$ cat config.mk
export PLATFORM = sky130hd
export DESIGN_NAME = hazard_tracker_flat
export DESIGN_NICKNAME = d
export VERILOG_FILES = /design/src/rtl/hazard_tracker_if.sv /design/src/rtl/hazard_tracker.sv /design/src/flat_wrapper.sv
export SDC_FILE = /design/constraint.sdc
export NUM_CORES = 1
export LEC_CHECK = 0
export ABC_AREA = 1
export BUFFER_PORTS_ARGS = -buffer_cell sky130_fd_sc_hd__buf_2
export CAP_MARGIN = 10
export CORE_ASPECT_RATIO = 0.6
export CORE_MARGIN = 4
export CORE_UTILIZATION = 48
export DETAILED_ROUTE_END_ITERATION = 6
export PLACE_DENSITY = 0.71
export SLEW_MARGIN = 15
export SYNTH_ARGS = -nofsm -noshare
export SYNTH_HDL_FRONTEND = slang
export SYNTH_SLANG_ARGS = --single-unit
export TNS_END_PERCENT = 10
$ cat constraint.sdc
create_clock -name clk -period 5.1 [get_ports clk]
set_input_delay 0.255 -clock clk [delete_from_list [all_inputs] [get_ports clk]]
set_output_delay 0.255 -clock clk [all_outputs]
set_load 0.02 [all_outputs]
$ cat src/rtl/hazard_tracker_if.sv
// ============================================================================
// hazard_tracker_if -- D-stage request / hazard-decision bundle for hazard_tracker
// Revision: 1.0
// ============================================================================
`default_nettype none

interface hazard_tracker_if;
    logic [4:0]  d_rs;
    logic [4:0]  d_rt;
    logic [1:0]  d_tuse1;
    logic [1:0]  d_tuse2;
    logic [4:0]  d_dst;
    logic [1:0]  d_tnew;
    logic        d_md_start;
    logic        d_md_div;
    logic        d_hilo_use;
    logic        stall;
    logic [1:0]  fwd_rs_sel;
    logic [1:0]  fwd_rt_sel;
    logic        md_busy;
    logic [15:0] stall_cnt;

    modport master (
        output d_rs, d_rt, d_tuse1, d_tuse2, d_dst, d_tnew,
               d_md_start, d_md_div, d_hilo_use,
        input  stall, fwd_rs_sel, fwd_rt_sel, md_busy, stall_cnt
    );

    modport slave (
        input  d_rs, d_rt, d_tuse1, d_tuse2, d_dst, d_tnew,
               d_md_start, d_md_div, d_hilo_use,
        output stall, fwd_rs_sel, fwd_rt_sel, md_busy, stall_cnt
    );
endinterface

`default_nettype wire

$ cat src/rtl/hazard_tracker.sv
// ============================================================================
// hazard_tracker -- E/M/W destination tracking, stall and D-stage bypass select.
// Optional HI/LO busy interlock enabled by defining HILO_STALL_EN.
// Revision: 1.0
// ============================================================================
`default_nettype none

module hazard_tracker (
    input  wire logic       clk,
    input  wire logic       reset,
    hazard_tracker_if.slave bus
);

    localparam logic [3:0] c_MULT_CYCLES = 4'd5;
    localparam logic [3:0] c_DIV_CYCLES  = 4'd10;

    // Slot index 0 = E, 1 = M, 2 = W; bypass select code is index + 1.
    logic [2:0][4:0] r_dst;
    logic [2:0][1:0] r_tnew;
    logic [15:0]     r_stall_cnt;

    logic [2:0] w_chk_rs;
    logic [2:0] w_chk_rt;
    logic       w_md_busy;
    logic       w_hilo_stall;
    logic       w_stall;

    // Returns {hazard, fwd_sel} from the youngest slot whose dst matches src.
    function automatic logic [2:0] f_check(
        input logic [4:0]      src,
        input logic [1:0]      tuse,
        input logic [2:0][4:0] dst,
        input logic [2:0][1:0] tnew
    );
        logic [2:0] res;
        res = 3'd0;
        for (int k = 2; k >= 0; k--) begin
            if (dst[k] == src) begin
                res = {(tnew[k] > tuse), ((tnew[k] == 2'd0) ? 2'(k + 1) : 2'd0)};
            end
        end
        if (src == 5'd0) begin
            res = 3'd0;
        end
        return res;
    endfunction

    function automatic logic [1:0] f_dec(input logic [1:0] t);
        return (t == 2'd0) ? 2'd0 : t - 2'd1;
    endfunction

    assign w_chk_rs = f_check(bus.d_rs, bus.d_tuse1, r_dst, r_tnew);
    assign w_chk_rt = f_check(bus.d_rt, bus.d_tuse2, r_dst, r_tnew);

`ifdef HILO_STALL_EN
    logic [3:0] r_md_cnt;

    always_ff @(posedge clk) begin
        if (reset) begin
            r_md_cnt <= 4'd0;
        end else if (bus.d_md_start && !w_stall) begin
            r_md_cnt <= bus.d_md_div ? c_DIV_CYCLES : c_MULT_CYCLES;
        end else if (r_md_cnt != 4'd0) begin
            r_md_cnt <= r_md_cnt - 4'd1;
        end
    end

    assign w_md_busy    = (r_md_cnt != 4'd0);
    assign w_hilo_stall = bus.d_hilo_use && w_md_busy;
`else
    logic w_unused_md;
    assign w_unused_md  = ^{bus.d_md_start, bus.d_md_div, bus.d_hilo_use,
                            c_MULT_CYCLES, c_DIV_CYCLES};
    assign w_md_busy    = 1'b0;
    assign w_hilo_stall = 1'b0;
`endif

    assign w_stall = w_chk_rs[2] | w_chk_rt[2] | w_hilo_stall;

    always_ff @(posedge clk) begin
        if (reset) begin
            r_dst       <= '0;
            r_tnew      <= '0;
            r_stall_cnt <= 16'd0;
        end else begin
            r_dst[0]  <= w_stall ? 5'd0 : bus.d_dst;
            r_tnew[0] <= w_stall ? 2'd0 : bus.d_tnew;
            r_dst[1]  <= r_dst[0];
            r_tnew[1] <= f_dec(r_tnew[0]);
            r_dst[2]  <= r_dst[1];
            r_tnew[2] <= f_dec(r_tnew[1]);
            if (w_stall && (r_stall_cnt != 16'hFFFF)) begin
                r_stall_cnt <= r_stall_cnt + 16'd1;
            end
        end
    end

    assign bus.stall      = w_stall;
    assign bus.fwd_rs_sel = w_chk_rs[1:0];
    assign bus.fwd_rt_sel = w_chk_rt[1:0];
    assign bus.md_busy    = w_md_busy;
    assign bus.stall_cnt  = r_stall_cnt;

endmodule

`default_nettype wire

$ cat src/flat_wrapper.sv
// flat-port wrapper written by rule: the top's interface ports become plain ports
module hazard_tracker_flat 
  (clk, reset, bus_d_rs, bus_d_rt, bus_d_tuse1, bus_d_tuse2, bus_d_dst, bus_d_tnew, bus_d_md_start, bus_d_md_div, bus_d_hilo_use, bus_stall, bus_fwd_rs_sel, bus_fwd_rt_sel, bus_md_busy, bus_stall_cnt);
  hazard_tracker_if bus_i ();
  input  wire logic clk;
  input  wire logic reset;
  input wire logic [$bits(bus_i.d_rs)-1:0] bus_d_rs;
  input wire logic [$bits(bus_i.d_rt)-1:0] bus_d_rt;
  input wire logic [$bits(bus_i.d_tuse1)-1:0] bus_d_tuse1;
  input wire logic [$bits(bus_i.d_tuse2)-1:0] bus_d_tuse2;
  input wire logic [$bits(bus_i.d_dst)-1:0] bus_d_dst;
  input wire logic [$bits(bus_i.d_tnew)-1:0] bus_d_tnew;
  input wire logic [$bits(bus_i.d_md_start)-1:0] bus_d_md_start;
  input wire logic [$bits(bus_i.d_md_div)-1:0] bus_d_md_div;
  input wire logic [$bits(bus_i.d_hilo_use)-1:0] bus_d_hilo_use;
  output wire logic [$bits(bus_i.stall)-1:0] bus_stall;
  output wire logic [$bits(bus_i.fwd_rs_sel)-1:0] bus_fwd_rs_sel;
  output wire logic [$bits(bus_i.fwd_rt_sel)-1:0] bus_fwd_rt_sel;
  output wire logic [$bits(bus_i.md_busy)-1:0] bus_md_busy;
  output wire logic [$bits(bus_i.stall_cnt)-1:0] bus_stall_cnt;
  assign bus_i.d_rs = bus_d_rs;
  assign bus_i.d_rt = bus_d_rt;
  assign bus_i.d_tuse1 = bus_d_tuse1;
  assign bus_i.d_tuse2 = bus_d_tuse2;
  assign bus_i.d_dst = bus_d_dst;
  assign bus_i.d_tnew = bus_d_tnew;
  assign bus_i.d_md_start = bus_d_md_start;
  assign bus_i.d_md_div = bus_d_md_div;
  assign bus_i.d_hilo_use = bus_d_hilo_use;
  assign bus_stall = bus_i.stall;
  assign bus_fwd_rs_sel = bus_i.fwd_rs_sel;
  assign bus_fwd_rt_sel = bus_i.fwd_rt_sel;
  assign bus_md_busy = bus_i.md_busy;
  assign bus_stall_cnt = bus_i.stall_cnt;
  hazard_tracker u_core (.clk(clk), .reset(reset), .bus(bus_i));
endmodule
==> results.yml <==
outcome:
  outcome: "complete, no violations"
cells_and_area:
  stdcell_count: 503
  fillers: 476
  num_antenna_cells: 0
  drive_gt1_share_pct: 15.9
  syn_to_final_growth_pct: 12.8
  nNetsFinal: 480
sta:
  setup_tns_ns: 0
  finalSetupViolations: 0
  fin_skew_ns: 0.00400
  relSlewSlack_pct: 66.5
  rsz0062_at_grt: "no"
  finalMaxSlewViolations: 0
  hold_viol_final: 0
  holdWs_ns: 0.164
  max_freq_mhz: 440
  fin_crit_ns: 2.27
  tightestPinTransition_ns: 0.503
  period_share_pct: 44.5
synthesis:
  yosys_register_bits: 37
  yosysWarnings: 0
  synth.area.top_cells: "dfxtp_1 (30%), nand2_1 (15%), nor2_1 (11%), inv_1 (10%), ha_1 (7.6%)"
  async_flop_share_pct: 0
  yosysSeqAreaShare_pct: 29.9
  avgSynthCellArea_um2: 6.24
  syn-cell-area_um2: 2480
  synth.most_common_cell: "nand2_1"
  syn_inst: 397
  synth_cell_type_count: 25
  ys.flop_type: "dfxtp_1"
  synth-edff-count: 0
  synth_common_cells: "nand2_1 (99), nor2_1 (71), inv_1 (66), dfxtp_1 (37), nand3_1 (29)"
  synth_top_cell_by_area: "dfxtp_1"
  synth_fp_nets: 438
  yosysTopAreaCellShare_pct: 29.9
global_routing:
  grt_antenna_before_repair: 0
  grt_start_max_net_pins: 31
  grt_overflow: 0
  grt_pass1_vias: 2152
  grt_use_total_pct: 19.9
  grt_pass1_wl_um: 10300
floorplanning:
  die-area_um2: 6420
  start_util_pct: 51.9
  die_h_um: 63.7
  core_area_um2: 4780
  io_pins: 48
  rows: 19
  die_w_um: 101
clocking:
  postCtsSetupBuffers: 0
  cts_buffers: 5
  clock_latency_ns: 0.29
  cts_resized: 0
  clkSinkCount: 37
  cts_tree: "done"
  cts-root-buf: "clkbuf_8"
  postCtsHoldBufs: 0
  cts.htree.levels: 2
  clk_pin_slew_ns: 0.08
  cts_buffer_depth: 2
pwr:
  ir_drop_uv: 123
  p_leak_nw: 1.50
  p_per_area_nw_per_um2: 236
detailed_routing:
  avgRoutedWirePerCell_um: 12.2
  via_count: 2478
  drtIter0Drc: 172
  first_pass_iters: 4
  routed_wl_um: 6140
  drc: 0
  antenna_left: 0
  via_per_inst: 4.93
placed_design:
  dp_hpwl_um: 4870
  port_buffers: 43
  gp_congestion: 0.897
  placed_cells: 495
run:
  maxCapViolations: 0
critical_path:
  slowest_delay_ns: 0.41
  required_ns: 4.85
  worstSetupEndpointType: "output pin"
  worstPathCellList: "ha_1 -> inv_1 -> nor2_1 -> o21ai_0 -> nor2_2 -> nor2_1 -> nand2_2 -> nand2_2 -> nand2_4 -> buf_2"
  slowest_stage: "dfxtp_1"
  critical_path_class: "flop to output pin"
  crit_arrival_ns: 2.02
  crit_fanout: 30
  critPathLaunchType: "flop"
min_path:
  hold_path.class: "input port to flop"
==> per-layer routing <==
layer  part of all wire (%)  track usage, %
met3                    9.1            4.85
met4                   0.13            2.69
met5                      0               0
met2                     37            25.5
met1                     54            32.8
==> placed cells by master (no fill, tap or decap), drive strengths merged <==
cell type / instances
o21ai: 3
xnor2: 8
clkbuf: 5
a21oi: 16
clkinvlp: 3
nand3: 31
conb: 1
xor2: 3
nand3b: 4
ha: 15
nor3: 7
buf: 43
dfxtp: 37
nor4: 1
nor2: 75
nand4: 5
a211oi: 5
nand2: 106
inv: 72
==> cells by family (layout without fill, tap and decap cells) <==
group / after synthesis / in the layout / synth area share, %
AOI/OAI and AO/OA: 24 / 24 / 5.35
xor gates and xnor gates: 11 / 11 / 3.89
adders and majority gates: 15 / 15 / 7.57
buffers and inverters: 80 / 123 / 13.6
DFF: 37 / 37 / 29.9
other: 1 / 1 / 0.151
and+or+nand+nor: 229 / 229 / 39.5
==> area by class of cell <==
type / instances / area, um2 / share of cell area (%)
inverter: 72 / 270 / 9.66
clock buffer: 5 / 68.8 / 2.46
sequential: 37 / 741 / 26.5
multi-input combinational: 280 / 1400 / 50.1
timing repair buffer: 43 / 215 / 7.70
clock inverter: 3 / 22.5 / 0.805
tap: 63 / 78.8 / 2.82
==> per-stage QoR <==
step	cell area [um2]	power (W)	utilization, %	setup slack [ns]
5_1_grt	2800	0.000699	58.5	2.65
3_3_place_gp	2710	0.000445	56.6	3.09
3_5_place_dp	2710	0.000450	56.6	3.04
2_1_floorplan	2480	0.000413	-	3.30
4_1_cts	2800	0.000665	58.5	2.84
6_report	2800	0.000659	58.5	2.83
==> registers in the layout, summed over array words and instances, names as in the netlist <==
register / count
u_core.bus.stall_cnt: 16
u_core.r_dst: 15
u_core.r_tnew: 6
==> critical path: cells and delay by family, from the launching register on <==
kind	cells	cell delay (ns)
simple gates	6	0.55
buf+inv	2	0.30
fa+ha+maj	1	0.27
compound gates	1	0.19
flops	1	0.41
==> final timing paths <==
kind	from	endpoint	slack [ns]	cells past startpoint
max reg2reg	u_core.bus.stall_cnt[0]$_SDFFE_PP0P_	u_core.bus.stall_cnt[11]$_SDFFE_PP0P_	3.01	14
min	bus_d_tnew[0]	u_core.r_tnew[0]$_SDFF_PP0_	0.16	3
max	u_core.r_tnew[3]$_SDFF_PP0_	bus_stall	2.83	10
min reg2reg	u_core.r_tnew[2]$_SDFF_PP0_	u_core.r_tnew[4]$_SDFF_PP0_	0.42	1
==> where the power goes <==
| group | internal (W) | leakage, nW | switching, W |
|---|---|---|---|
| logic | 0.0000482 | 1.16 | 0.0000851 |
| clock network | 0.0000959 | 0.0364 | 0.000117 |
| registers | 0.000301 | 0.302 | 0.0000119 |
| total | 0.000445 | 1.50 | 0.000214 |
No activity file was read; power rests on OpenSTA's default activity.
